[config.mk]
export PLATFORM = sky130hd
export DESIGN_NAME = mw_hazard_ctrl_flat
export DESIGN_NICKNAME = d
export VERILOG_FILES = /design/src/rtl/mw_hazard_ctrl_if.sv /design/src/rtl/mw_hazard_ctrl.sv /design/src/flat_wrapper.sv
export SDC_FILE = /design/constraint.sdc
export NUM_CORES = 1
export LEC_CHECK = 0
export CORE_MARGIN = 4
export CORE_UTILIZATION = 39
export DETAILED_ROUTE_END_ITERATION = 8
export GPL_TIMING_DRIVEN = 1
export PLACE_DENSITY = 0.78
export SLEW_MARGIN = 20
export SYNTH_ARGS = -nofsm -noshare
export SYNTH_HDL_FRONTEND = slang
export SYNTH_SLANG_ARGS = --single-unit
[constraint.sdc]
create_clock -name clk -period 2.07 [get_ports clk]
set_clock_uncertainty 0.05 [all_clocks]
set_input_delay 0.414 -clock clk [delete_from_list [all_inputs] [get_ports clk]]
set_output_delay 0.414 -clock clk [all_outputs]
set_load 0.02 [all_outputs]
[src/rtl/mw_hazard_ctrl_if.sv]
// Pipeline-side signals between the MW-stage hazard controller and the datapath.
// The master modport is the pipeline/datapath; the slave modport is the controller.
interface mw_hazard_ctrl_if;
   logic [4:0] Rs1E;
   logic [4:0] Rs2E;
   logic [4:0] RdMW;
   logic       RegWriteMW;
   logic [1:0] ResultSrcMW;
   logic       MemWriteMW;
   logic       PCSrcE;
   logic       dmem_ready;
   logic       dmem_req;
   logic       StallF;
   logic       StallD;
   logic       StallE;
   logic       StallMW;
   logic       FlushD;
   logic       FlushE;
   logic       ForwardAE;
   logic       ForwardBE;
   logic       mem_err;

   modport master (
      output Rs1E, Rs2E, RdMW, RegWriteMW, ResultSrcMW, MemWriteMW, PCSrcE, dmem_ready,
      input  dmem_req, StallF, StallD, StallE, StallMW, FlushD, FlushE,
             ForwardAE, ForwardBE, mem_err
   );

   modport slave (
      input  Rs1E, Rs2E, RdMW, RegWriteMW, ResultSrcMW, MemWriteMW, PCSrcE, dmem_ready,
      output dmem_req, StallF, StallD, StallE, StallMW, FlushD, FlushE,
             ForwardAE, ForwardBE, mem_err
   );
endinterface

[src/rtl/mw_hazard_ctrl.sv]
// Stall/flush/forward controller for a 4-stage RV32I pipeline with a memory-wait watchdog.
// HAZARD_PERF_EN adds stall_cycles / flush_count performance counters.
module mw_hazard_ctrl #(
   parameter int unsigned MAX_WAIT = 16
) (
   input  logic            clk,
   input  logic            reset_n,
   mw_hazard_ctrl_if.slave hz
`ifdef HAZARD_PERF_EN
   ,
   output logic [31:0]     stall_cycles,
   output logic [15:0]     flush_count
`endif
);
   localparam int unsigned CW = $clog2(MAX_WAIT + 1);

   typedef enum logic [1:0] {
      IDLE = 2'd0,
      WAIT = 2'd1,
      ERR  = 2'd2
   } state_t;

   state_t        state_q, state_d;
   logic [CW-1:0] wait_cnt_q, wait_cnt_d;
   logic          mem_err_q, mem_err_d;
   logic          mem_op;
   logic          mem_stall;
   logic          req_raw;
   logic          flush_raw;

   assign mem_op = hz.MemWriteMW | (hz.ResultSrcMW == 2'b01);

   always_ff @(posedge clk) begin
      if (!reset_n) begin
         state_q    <= IDLE;
         wait_cnt_q <= '0;
         mem_err_q  <= 1'b0;
      end else begin
         state_q    <= state_d;
         wait_cnt_q <= wait_cnt_d;
         mem_err_q  <= mem_err_d;
      end
   end

   always_comb begin
      state_d    = state_q;
      wait_cnt_d = wait_cnt_q;
      mem_err_d  = mem_err_q;
      mem_stall  = 1'b0;
      req_raw    = 1'b0;
      unique case (state_q)
         IDLE: begin
            req_raw   = mem_op;
            mem_stall = mem_op & ~hz.dmem_ready;
            if (mem_op && !hz.dmem_ready) begin
               state_d    = WAIT;
               wait_cnt_d = CW'(1);
            end
         end
         WAIT: begin
            req_raw   = mem_op;
            mem_stall = ~hz.dmem_ready;
            // Ready at the watchdog limit still completes the access.
            if (hz.dmem_ready) begin
               state_d    = IDLE;
               wait_cnt_d = '0;
            end else if (wait_cnt_q == CW'(MAX_WAIT)) begin
               state_d   = ERR;
               mem_err_d = 1'b1;
            end else begin
               wait_cnt_d = wait_cnt_q + CW'(1);
            end
         end
         ERR: begin
            mem_stall = 1'b1;
         end
         default: begin
            state_d = IDLE;
         end
      endcase
   end

   assign flush_raw = hz.PCSrcE & ~mem_stall;

   // Reset overrides every output, including the combinational terms.
   always_comb begin
      hz.dmem_req  = 1'b0;
      hz.StallF    = 1'b0;
      hz.StallD    = 1'b0;
      hz.StallE    = 1'b0;
      hz.StallMW   = 1'b0;
      hz.FlushD    = 1'b0;
      hz.FlushE    = 1'b0;
      hz.ForwardAE = 1'b0;
      hz.ForwardBE = 1'b0;
      hz.mem_err   = 1'b0;
      if (reset_n) begin
         hz.dmem_req  = req_raw;
         hz.StallF    = mem_stall;
         hz.StallD    = mem_stall;
         hz.StallE    = mem_stall;
         hz.StallMW   = mem_stall;
         hz.FlushD    = flush_raw;
         hz.FlushE    = flush_raw;
         hz.ForwardAE = hz.RegWriteMW & (hz.RdMW != 5'd0) & (hz.RdMW == hz.Rs1E);
         hz.ForwardBE = hz.RegWriteMW & (hz.RdMW != 5'd0) & (hz.RdMW == hz.Rs2E);
         hz.mem_err   = mem_err_q;
      end
   end

`ifdef HAZARD_PERF_EN
   logic [31:0] stall_cycles_q, stall_cycles_d;
   logic [15:0] flush_count_q, flush_count_d;

   always_comb begin
      stall_cycles_d = stall_cycles_q;
      flush_count_d  = flush_count_q;
      if (mem_stall && stall_cycles_q != 32'hFFFF_FFFF) begin
         stall_cycles_d = stall_cycles_q + 32'd1;
      end
      if (flush_raw) begin
         flush_count_d = flush_count_q + 16'd1;
      end
   end

   always_ff @(posedge clk) begin
      if (!reset_n) begin
         stall_cycles_q <= '0;
         flush_count_q  <= '0;
      end else begin
         stall_cycles_q <= stall_cycles_d;
         flush_count_q  <= flush_count_d;
      end
   end

   assign stall_cycles = stall_cycles_q;
   assign flush_count  = flush_count_q;
`endif
endmodule
[src/flat_wrapper.sv]
// flat-port wrapper written by rule: the top's interface ports become plain ports
module mw_hazard_ctrl_flat 
#(
   parameter int unsigned MAX_WAIT = 16
)
  (clk, reset_n, hz_Rs1E, hz_Rs2E, hz_RdMW, hz_RegWriteMW, hz_ResultSrcMW, hz_MemWriteMW, hz_PCSrcE, hz_dmem_ready, hz_dmem_req, hz_StallF, hz_StallD, hz_StallE, hz_StallMW, hz_FlushD, hz_FlushE, hz_ForwardAE, hz_ForwardBE, hz_mem_err);
  mw_hazard_ctrl_if hz_i ();
  input  logic clk;
  input  logic reset_n;
  input wire logic [$bits(hz_i.Rs1E)-1:0] hz_Rs1E;
  input wire logic [$bits(hz_i.Rs2E)-1:0] hz_Rs2E;
  input wire logic [$bits(hz_i.RdMW)-1:0] hz_RdMW;
  input wire logic [$bits(hz_i.RegWriteMW)-1:0] hz_RegWriteMW;
  input wire logic [$bits(hz_i.ResultSrcMW)-1:0] hz_ResultSrcMW;
  input wire logic [$bits(hz_i.MemWriteMW)-1:0] hz_MemWriteMW;
  input wire logic [$bits(hz_i.PCSrcE)-1:0] hz_PCSrcE;
  input wire logic [$bits(hz_i.dmem_ready)-1:0] hz_dmem_ready;
  output wire logic [$bits(hz_i.dmem_req)-1:0] hz_dmem_req;
  output wire logic [$bits(hz_i.StallF)-1:0] hz_StallF;
  output wire logic [$bits(hz_i.StallD)-1:0] hz_StallD;
  output wire logic [$bits(hz_i.StallE)-1:0] hz_StallE;
  output wire logic [$bits(hz_i.StallMW)-1:0] hz_StallMW;
  output wire logic [$bits(hz_i.FlushD)-1:0] hz_FlushD;
  output wire logic [$bits(hz_i.FlushE)-1:0] hz_FlushE;
  output wire logic [$bits(hz_i.ForwardAE)-1:0] hz_ForwardAE;
  output wire logic [$bits(hz_i.ForwardBE)-1:0] hz_ForwardBE;
  output wire logic [$bits(hz_i.mem_err)-1:0] hz_mem_err;
  assign hz_i.Rs1E = hz_Rs1E;
  assign hz_i.Rs2E = hz_Rs2E;
  assign hz_i.RdMW = hz_RdMW;
  assign hz_i.RegWriteMW = hz_RegWriteMW;
  assign hz_i.ResultSrcMW = hz_ResultSrcMW;
  assign hz_i.MemWriteMW = hz_MemWriteMW;
  assign hz_i.PCSrcE = hz_PCSrcE;
  assign hz_i.dmem_ready = hz_dmem_ready;
  assign hz_dmem_req = hz_i.dmem_req;
  assign hz_StallF = hz_i.StallF;
  assign hz_StallD = hz_i.StallD;
  assign hz_StallE = hz_i.StallE;
  assign hz_StallMW = hz_i.StallMW;
  assign hz_FlushD = hz_i.FlushD;
  assign hz_FlushE = hz_i.FlushE;
  assign hz_ForwardAE = hz_i.ForwardAE;
  assign hz_ForwardBE = hz_i.ForwardBE;
  assign hz_mem_err = hz_i.mem_err;
  mw_hazard_ctrl #(.MAX_WAIT(MAX_WAIT)) u_core (.clk(clk), .reset_n(reset_n), .hz(hz_i));
endmodule
==> results of run 1 <==
==> layout by cell type (no fill, tap or decap), types with 2 or more instances in the layout <==
| master | instances |
|---|---|
| ha_1 | 2 |
| xnor2_1 | 5 |
| buf_6 | 3 |
| dlymetal6s2s_1 | 4 |
| dfxtp_1 | 8 |
| xor2_1 | 4 |
| nand3b_1 | 2 |
| nand3_1 | 5 |
| nand2_1 | 5 |
| nand2b_1 | 2 |
| clkdlybuf4s50_1 | 9 |
| inv_1 | 5 |
| a21oi_1 | 3 |
| o221a_1 | 2 |
| nor2_1 | 5 |
| clkbuf_2 | 3 |
| clkdlybuf4s15_1 | 2 |
| buf_4 | 17 |
| clkbuf_4 | 3 |
| dlygate4sd2_1 | 6 |
==> worst max-delay path, cell delays in order <==
cell and delay [ns]:
clkdlybuf4s15_1 0.19, or4_4 0.54, o211ai_4 0.21, nor4_1 0.06, buf_2 0.16
==> logic make-up after synthesis <==
kind of cell,count (synthesis),share of synthesized area (%)
compound gates,14,20.2
xor+xnor,10,13.3
fa+ha+maj,2,3.80
buf+inv,10,8.17
flops,8,24.3
mux,2,3.23
simple gates,31,27.0
==> repair_timing <==
item / in CTS / in global routing
endpoints found under the setup margin: 10 / 8
pin swaps: 6 / 4
gates resized for setup: 54 / 21
hold buffers: 0 / 0
buffers inserted: 0 / 0
==> flip-flops by register name (all words and copies together) (netlist names) <==
signal,count
u_core.wait_cnt_q,5
u_core.state_q,2
u_core.mem_err_q,1
==> final timing paths <==
path                                                         from                                end  cells past startpoint
worst max-delay path                                   hz_RdMW[2]                       hz_ForwardAE                      5
worst min-delay path                u_core.mem_err_q$_SDFFE_PN0P_      u_core.mem_err_q$_SDFFE_PN0P_                      2
worst max register to register  u_core.wait_cnt_q[0]$_SDFFE_PN0P_  u_core.wait_cnt_q[4]$_SDFFE_PN0P_                      6
worst min register to register      u_core.mem_err_q$_SDFFE_PN0P_      u_core.mem_err_q$_SDFFE_PN0P_                      2
==> through the flow <==
stage	util [%]	setup TNS, ns
after global routing	71.2	0
after detailed placement	68.2	-5.03
final	71.2	0
after floorplan	-	0
after CTS	68.7	0
after global placement	68.2	-4.76
==> metal layers <==
layer  vias up  share of wire [%]  GRT usage (%)
met3         5                6.1           4.28
met2        27                 46           27.7
li1        358                  -              -
met1       319                 47           21.0
met5         -                  0              0
met4         0                1.5           7.11
==> cell type report <==
cell class	instances	area share, %
sequential	8	14.4
tap	16	1.80
multi-input combinational	59	44.5
timing repair buffer	45	35.5
inverter	5	1.69
clock buffer	3	2.03
==> power groups by stage <==
stage	logic (W)	clock network [W]	registers [W]
finish	0.000163	0.000124	0.000160
global route	0.000175	0.000133	0.000160
CTS	0.000155	0.000125	0.000160
detailed placement	0.000158	0	0.000163
global placement	0.000155	0	0.000163
floorplan	0.0000708	0	0.000163
==> impl_metrics.py, run 1 <==
metrics = {
    "outcome": {
        "status": "finished clean",
    },
    "global_routing": {
        "grt_start_max_net_pins": 7,
        "antenna_found_initial": 0,
        "overflow": 0,
        "grt_pass1_wl_um": 3210,
        "first_global_vias": 703,
        "grtUsageTotal_pct": 17.0,
    },
    "sta": {
        "max_slew_margin_pct": 75.5,
        "period_share_pct": 98.2,
        "finalHoldViolCount": 0,
        "rsz0062_at_grt": "no",
        "maxSlewViolCount": 0,
        "setup_viol": 0,
        "period_minus_slack_ns": 2.03,
        "tightest_slew_ns": 0.367,
        "fmax_mhz": 492,
        "fin_hold_ws_ns": 0.417,
        "fin_ws_ns": 0.0374,
    },
    "logic_synthesis": {
        "syn_nets": 102,
        "synthArstFlopShare_pct": 0,
        "syn_inst": 77,
        "yosysSeqAreaShare_pct": 24.3,
        "synth_edf_count": 0,
        "syn_area_um2": 658,
        "synth_area_per_cell_um2": 8.55,
        "synth_seq_cells": 8,
        "synth.top_cell.area_share_pct": 24.3,
        "synth_top_area_cell": "dfxtp_1",
        "synthFlopType": "dfxtp_1",
        "synth.distinct_cells": 34,
        "yosys_warnings": 0,
        "synthTopCellsByArea": "dfxtp_1 24%, xnor2_1 8.0%, xor2_1 5.3%, buf_4 4.6%, a221oi_4 4.0%",
        "synth_most_common_cell": "dfxtp_1",
        "synth_common_cells": "8 x dfxtp_1, 6 x nor2_1, 6 x xnor2_1",
    },
    "route": {
        "wire_per_inst_um": 14.7,
        "drc": 0,
        "dr.first_iter.drc_count": 3,
        "drt_wl_total_um": 1990,
        "drt-pass1-iter-count": 4,
        "route.vias.total": 709,
        "viasPerCell": 5.21,
        "postRouteAntennaNets": 0,
    },
    "pwr": {
        "power.share.switching_pct": 29.4,
        "leakage_nw": 0.506,
        "seq_power_share_pct": 35.8,
        "p_int_w": 0.000315,
        "p_sw_w": 0.000131,
        "ir_worst_vdd_v": 0.000305,
        "comb_power_share_pct": 36.5,
        "power.total_w": 0.000446,
        "powerDensity_nw_per_um2": 402,
        "p_clk_share_pct": 27.7,
    },
    "floorplanning": {
        "io_pins": 33,
        "coreArea_um2": 1560,
        "dieArea_um2": 2410,
        "die_y_um": 49.1,
        "rows": 14,
        "start_util_pct": 42.2,
        "die_x_um": 49.1,
    },
    "clock_tree": {
        "cts_tree": "yes",
        "clock_latency_ns": 0.26,
        "cts_max_level": 1,
        "cts_buffer_depth": 2,
        "root_buffer": "clkbuf_4",
        "clk_pin_slew_worst_paths_ns": 0.06,
        "cts_sinks": 8,
        "numCtsBuffers": 3,
    },
    "place": {
        "port_buffers": 32,
        "placed_area_um2": 1060,
        "post-dp-hpwl_um": 1550,
        "place_ws_ns": -0.586,
        "dpl.cell_count": 133,
        "gp_congestion": 0.808,
    },
    "setup_path": {
        "worst-endpoint-arrival_ns": 1.57,
        "critPathKind": "in -> out",
        "critPathLaunchType": "primary input",
        "cp-end-kind": "primary output",
        "critPathRequiredTime_ns": 1.61,
        "rrSetupSlack_ns": 0.50,
        "crit_fanout": 2,
    },
    "layout": {
        "syn2layout_area_growth_pct": 68.6,
        "fin_cells": 136,
        "n_fill_cell": 116,
        "multi_input_area_um2": 494,
        "final_nets": 147,
        "regArea_um2": 160,
        "diodes": 0,
        "stdcell_area_um2": 1110,
        "drive_gt1_share_pct": 34.2,
    },
    "min_path": {
        "min_path_type": "reg -> reg",
    },
    "flow_run": {
        "max_cap_viol_count": 0,
    },
}
(Power assumes the default switching activity.)
==> run 2: changes to the inputs <==
--- a/config.mk
+++ b/config.mk
@@ -10,6 +10,7 @@
 export DETAILED_ROUTE_END_ITERATION = 8
 export GPL_TIMING_DRIVEN = 1
 export PLACE_DENSITY = 0.78
+export SETUP_SLACK_MARGIN = 0.5
 export SLEW_MARGIN = 20
 export SYNTH_ARGS = -nofsm -noshare
 export SYNTH_HDL_FRONTEND = slang
==> run 2 against run 1 <==
Net effect:
- sequential share of layout area shrank 1.3 points
- via count grew 9.9%
- maximum frequency grew 1.7%
- die area is the same
- global-route usage grew 1.5 points
- critical path depth is the same
==> impl_metrics.py, run 2 (synthesized netlist as in run 1, its figures left out) <==
metrics = {
    "outcome": {
        "status": "finished clean",
    },
    "floorplanning": {
        "dieArea_um2": 2410,
        "die_y_um": 49.1,
        "rows": 14,
        "start_util_pct": 42.2,
        "io_pins": 33,
        "die_x_um": 49.1,
        "coreArea_um2": 1560,
    },
    "global_routing": {
        "antenna_found_initial": 0,
        "grt_start_max_net_pins": 7,
        "grt_pass1_wl_um": 3460,
        "grtUsageTotal_pct": 18.5,
        "first_global_vias": 726,
        "overflow": 0,
    },
    "route": {
        "wire_per_inst_um": 16.1,
        "wl_met1_um": 959,
        "route.vias.total": 779,
        "wl_met3_um": 136,
        "viasPerCell": 5.37,
        "postRouteAntennaNets": 0,
        "drt_wl_total_um": 2330,
        "highest_layer": "met4",
        "drc": 0,
        "dr.first_iter.drc_count": 19,
        "wl_met2_um": 1160,
        "drt-pass1-iter-count": 4,
    },
    "setup_path": {
        "r2r_cells": 6,
        "critPathRequiredTime_ns": 1.61,
        "cp-end-kind": "primary output",
        "rrSetupSlack_ns": 0.57,
        "path_delay_family": "simple AND/OR/NAND/NOR gates",
        "worst-endpoint-arrival_ns": 1.54,
        "timing.rr.end": "u_core.wait_cnt_q[4]$_SDFFE_PN0P_",
        "critPathMaxStageDelay_ns": 0.54,
        "cp_slowest_cell": "or4_4",
        "critPathLaunchType": "primary input",
        "cp_cell_sequence": "buf_6 -> or4_4 -> o211ai_4 -> nor4_4 -> buf_4",
        "critPathBufInv": 2,
        "crit_fanout": 2,
        "critPathKind": "in -> out",
        "r2r-start": "u_core.wait_cnt_q[1]$_SDFFE_PN0P_",
    },
    "sta": {
        "setup_viol": 0,
        "maxSlewViolCount": 0,
        "tightest_slew_ns": 0.382,
        "finalHoldViolCount": 0,
        "period_minus_slack_ns": 2.00,
        "fin_ws_ns": 0.0710,
        "period_share_pct": 96.6,
        "tns_ns": 0,
        "rsz0062_at_grt": "yes",
        "fmax_mhz": 500,
        "max_slew_margin_pct": 74.4,
    },
    "layout": {
        "drive_gt1_share_pct": 49.6,
        "final_common_cell": "buf_4",
        "most-common-layout-cells": "21 x buf_4, 14 x buf_6, 6 x xnor2_1, 6 x dlymetal6s2s_1, 6 x clkdlybuf4s50_1",
        "final_nets": 156,
        "diodes": 0,
        "largest_register_ffs": 5,
        "n_fill_cell": 99,
        "reg_top3": "u_core.wait_cnt_q: 5 flops, u_core.state_q: 2 flops, u_core.mem_err_q: 1 flops",
        "regMostFlops": "u_core.wait_cnt_q",
        "syn2layout_area_growth_pct": 91.1,
    },
    "min_path": {
        "hold_end": "u_core.mem_err_q$_SDFFE_PN0P_",
        "min_path_cells": 2,
        "min-delay-start": "u_core.mem_err_q$_SDFFE_PN0P_",
        "min_path_type": "reg -> reg",
    },
    "flow_run": {
        "max_cap_viol_count": 0,
    },
    "place": {
        "port_buffers": 32,
        "post-dp-hpwl_um": 1620,
        "gp_congestion": 0.782,
        "place_ws_ns": -0.662,
    },
    "clock_tree": {
        "numCtsBuffers": 3,
        "cts_max_level": 1,
        "cts_tree": "yes",
        "clk_pin_slew_worst_paths_ns": 0.05,
        "cts_sinks": 8,
        "clock_latency_ns": 0.26,
        "hold_buffers": 0,
        "cts_buffer_depth": 2,
        "root_buffer": "clkbuf_4",
    },
    "pwr": {
        "leakage_nw": 0.585,
        "powerDensity_nw_per_um2": 381,
        "ir_worst_vdd_v": 0.000340,
    },
}
[run 2: cell types whose count changed in the layout (fill, tap and decap cells not counted), moves of 3 or more]
cell / delta
dfxtp_2: +4
dlygate4sd2_1: -4
dfxtp_1: -4
clkdlybuf4s50_1: -3
buf_6: +11
buf_4: +4
[run 2: stage by stage]
step	area (µm²)	std cells	power [W]	utilization, %	hold WS (ns)
floorplan	728	77	0.000249	-	0.379
global placement	1130	133	0.000335	72.3	0.398
detailed placement	1130	133	0.000339	72.3	0.419
CTS	1170	139	0.000470	75.0	0.431
global route	1260	145	0.000502	80.7	0.460
finish	1260	145	0.000480	80.7	0.421
[run 2: report_power, final]
group | internal (W) | switching [W] | total (W) | leakage (nW)
sequential | 0.000158 | 0.00000293 | 0.000161 | 0.0665
clock | 0.0000667 | 0.0000589 | 0.000126 | 0.0138
combinational | 0.000106 | 0.0000869 | 0.000193 | 0.504
[run 2: what timing repair did]
action                                  in CTS  in global routing
endpoints found under the setup margin      13                 13
pin swaps                                    8                 13
gates resized for setup                     93                 16
setup buffers                                3                  6
cloned                                       0                  0
[run 2: worst max-delay path by stage]
stage	from	end	slack [ns]	cells after the start
2_1_floorplan	hz_ResultSrcMW[1]	hz_StallE	0.27	5
4_1_cts	hz_RdMW[2]	hz_ForwardBE	0.07	5
6_report	hz_RdMW[1]	hz_ForwardBE	0.07	5
3_3_place_gp	hz_RdMW[1]	hz_ForwardBE	-0.62	5
5_1_grt	hz_RdMW[1]	hz_ForwardBE	0.05	5
3_5_place_dp	hz_RdMW[1]	hz_ForwardBE	-0.66	5
[run 2: worst reg2reg max path: stages, from the launching register on]
cell and delay [ns]:
dfxtp_2 0.36, inv_1 0.07, ha_1 0.18, and4bb_2 0.27, nand3b_1 0.14, nand2_2 0.09
o221a_1 0.23
[run 2: area by class of cell]
type / instances / area (µm²) / area share, %
multi-input cells: 59 / 532 / 42.3
repair buffers: 54 / 499 / 39.7
flip-flops and latches: 8 / 165 / 13.1
clock buffers: 3 / 22.5 / 1.79
well taps: 16 / 20.0 / 1.59
inverters: 5 / 18.8 / 1.49
[run 2: layer usage]
| layer | vias up | track usage [%] |
|---|---|---|
| li1 | 378 | - |
| met1 | 359 | 20.6 |
| met2 | 31 | 32.1 |
| met3 | 11 | 7.03 |
| met4 | 0 | 5.69 |
| met5 | - | 0 |
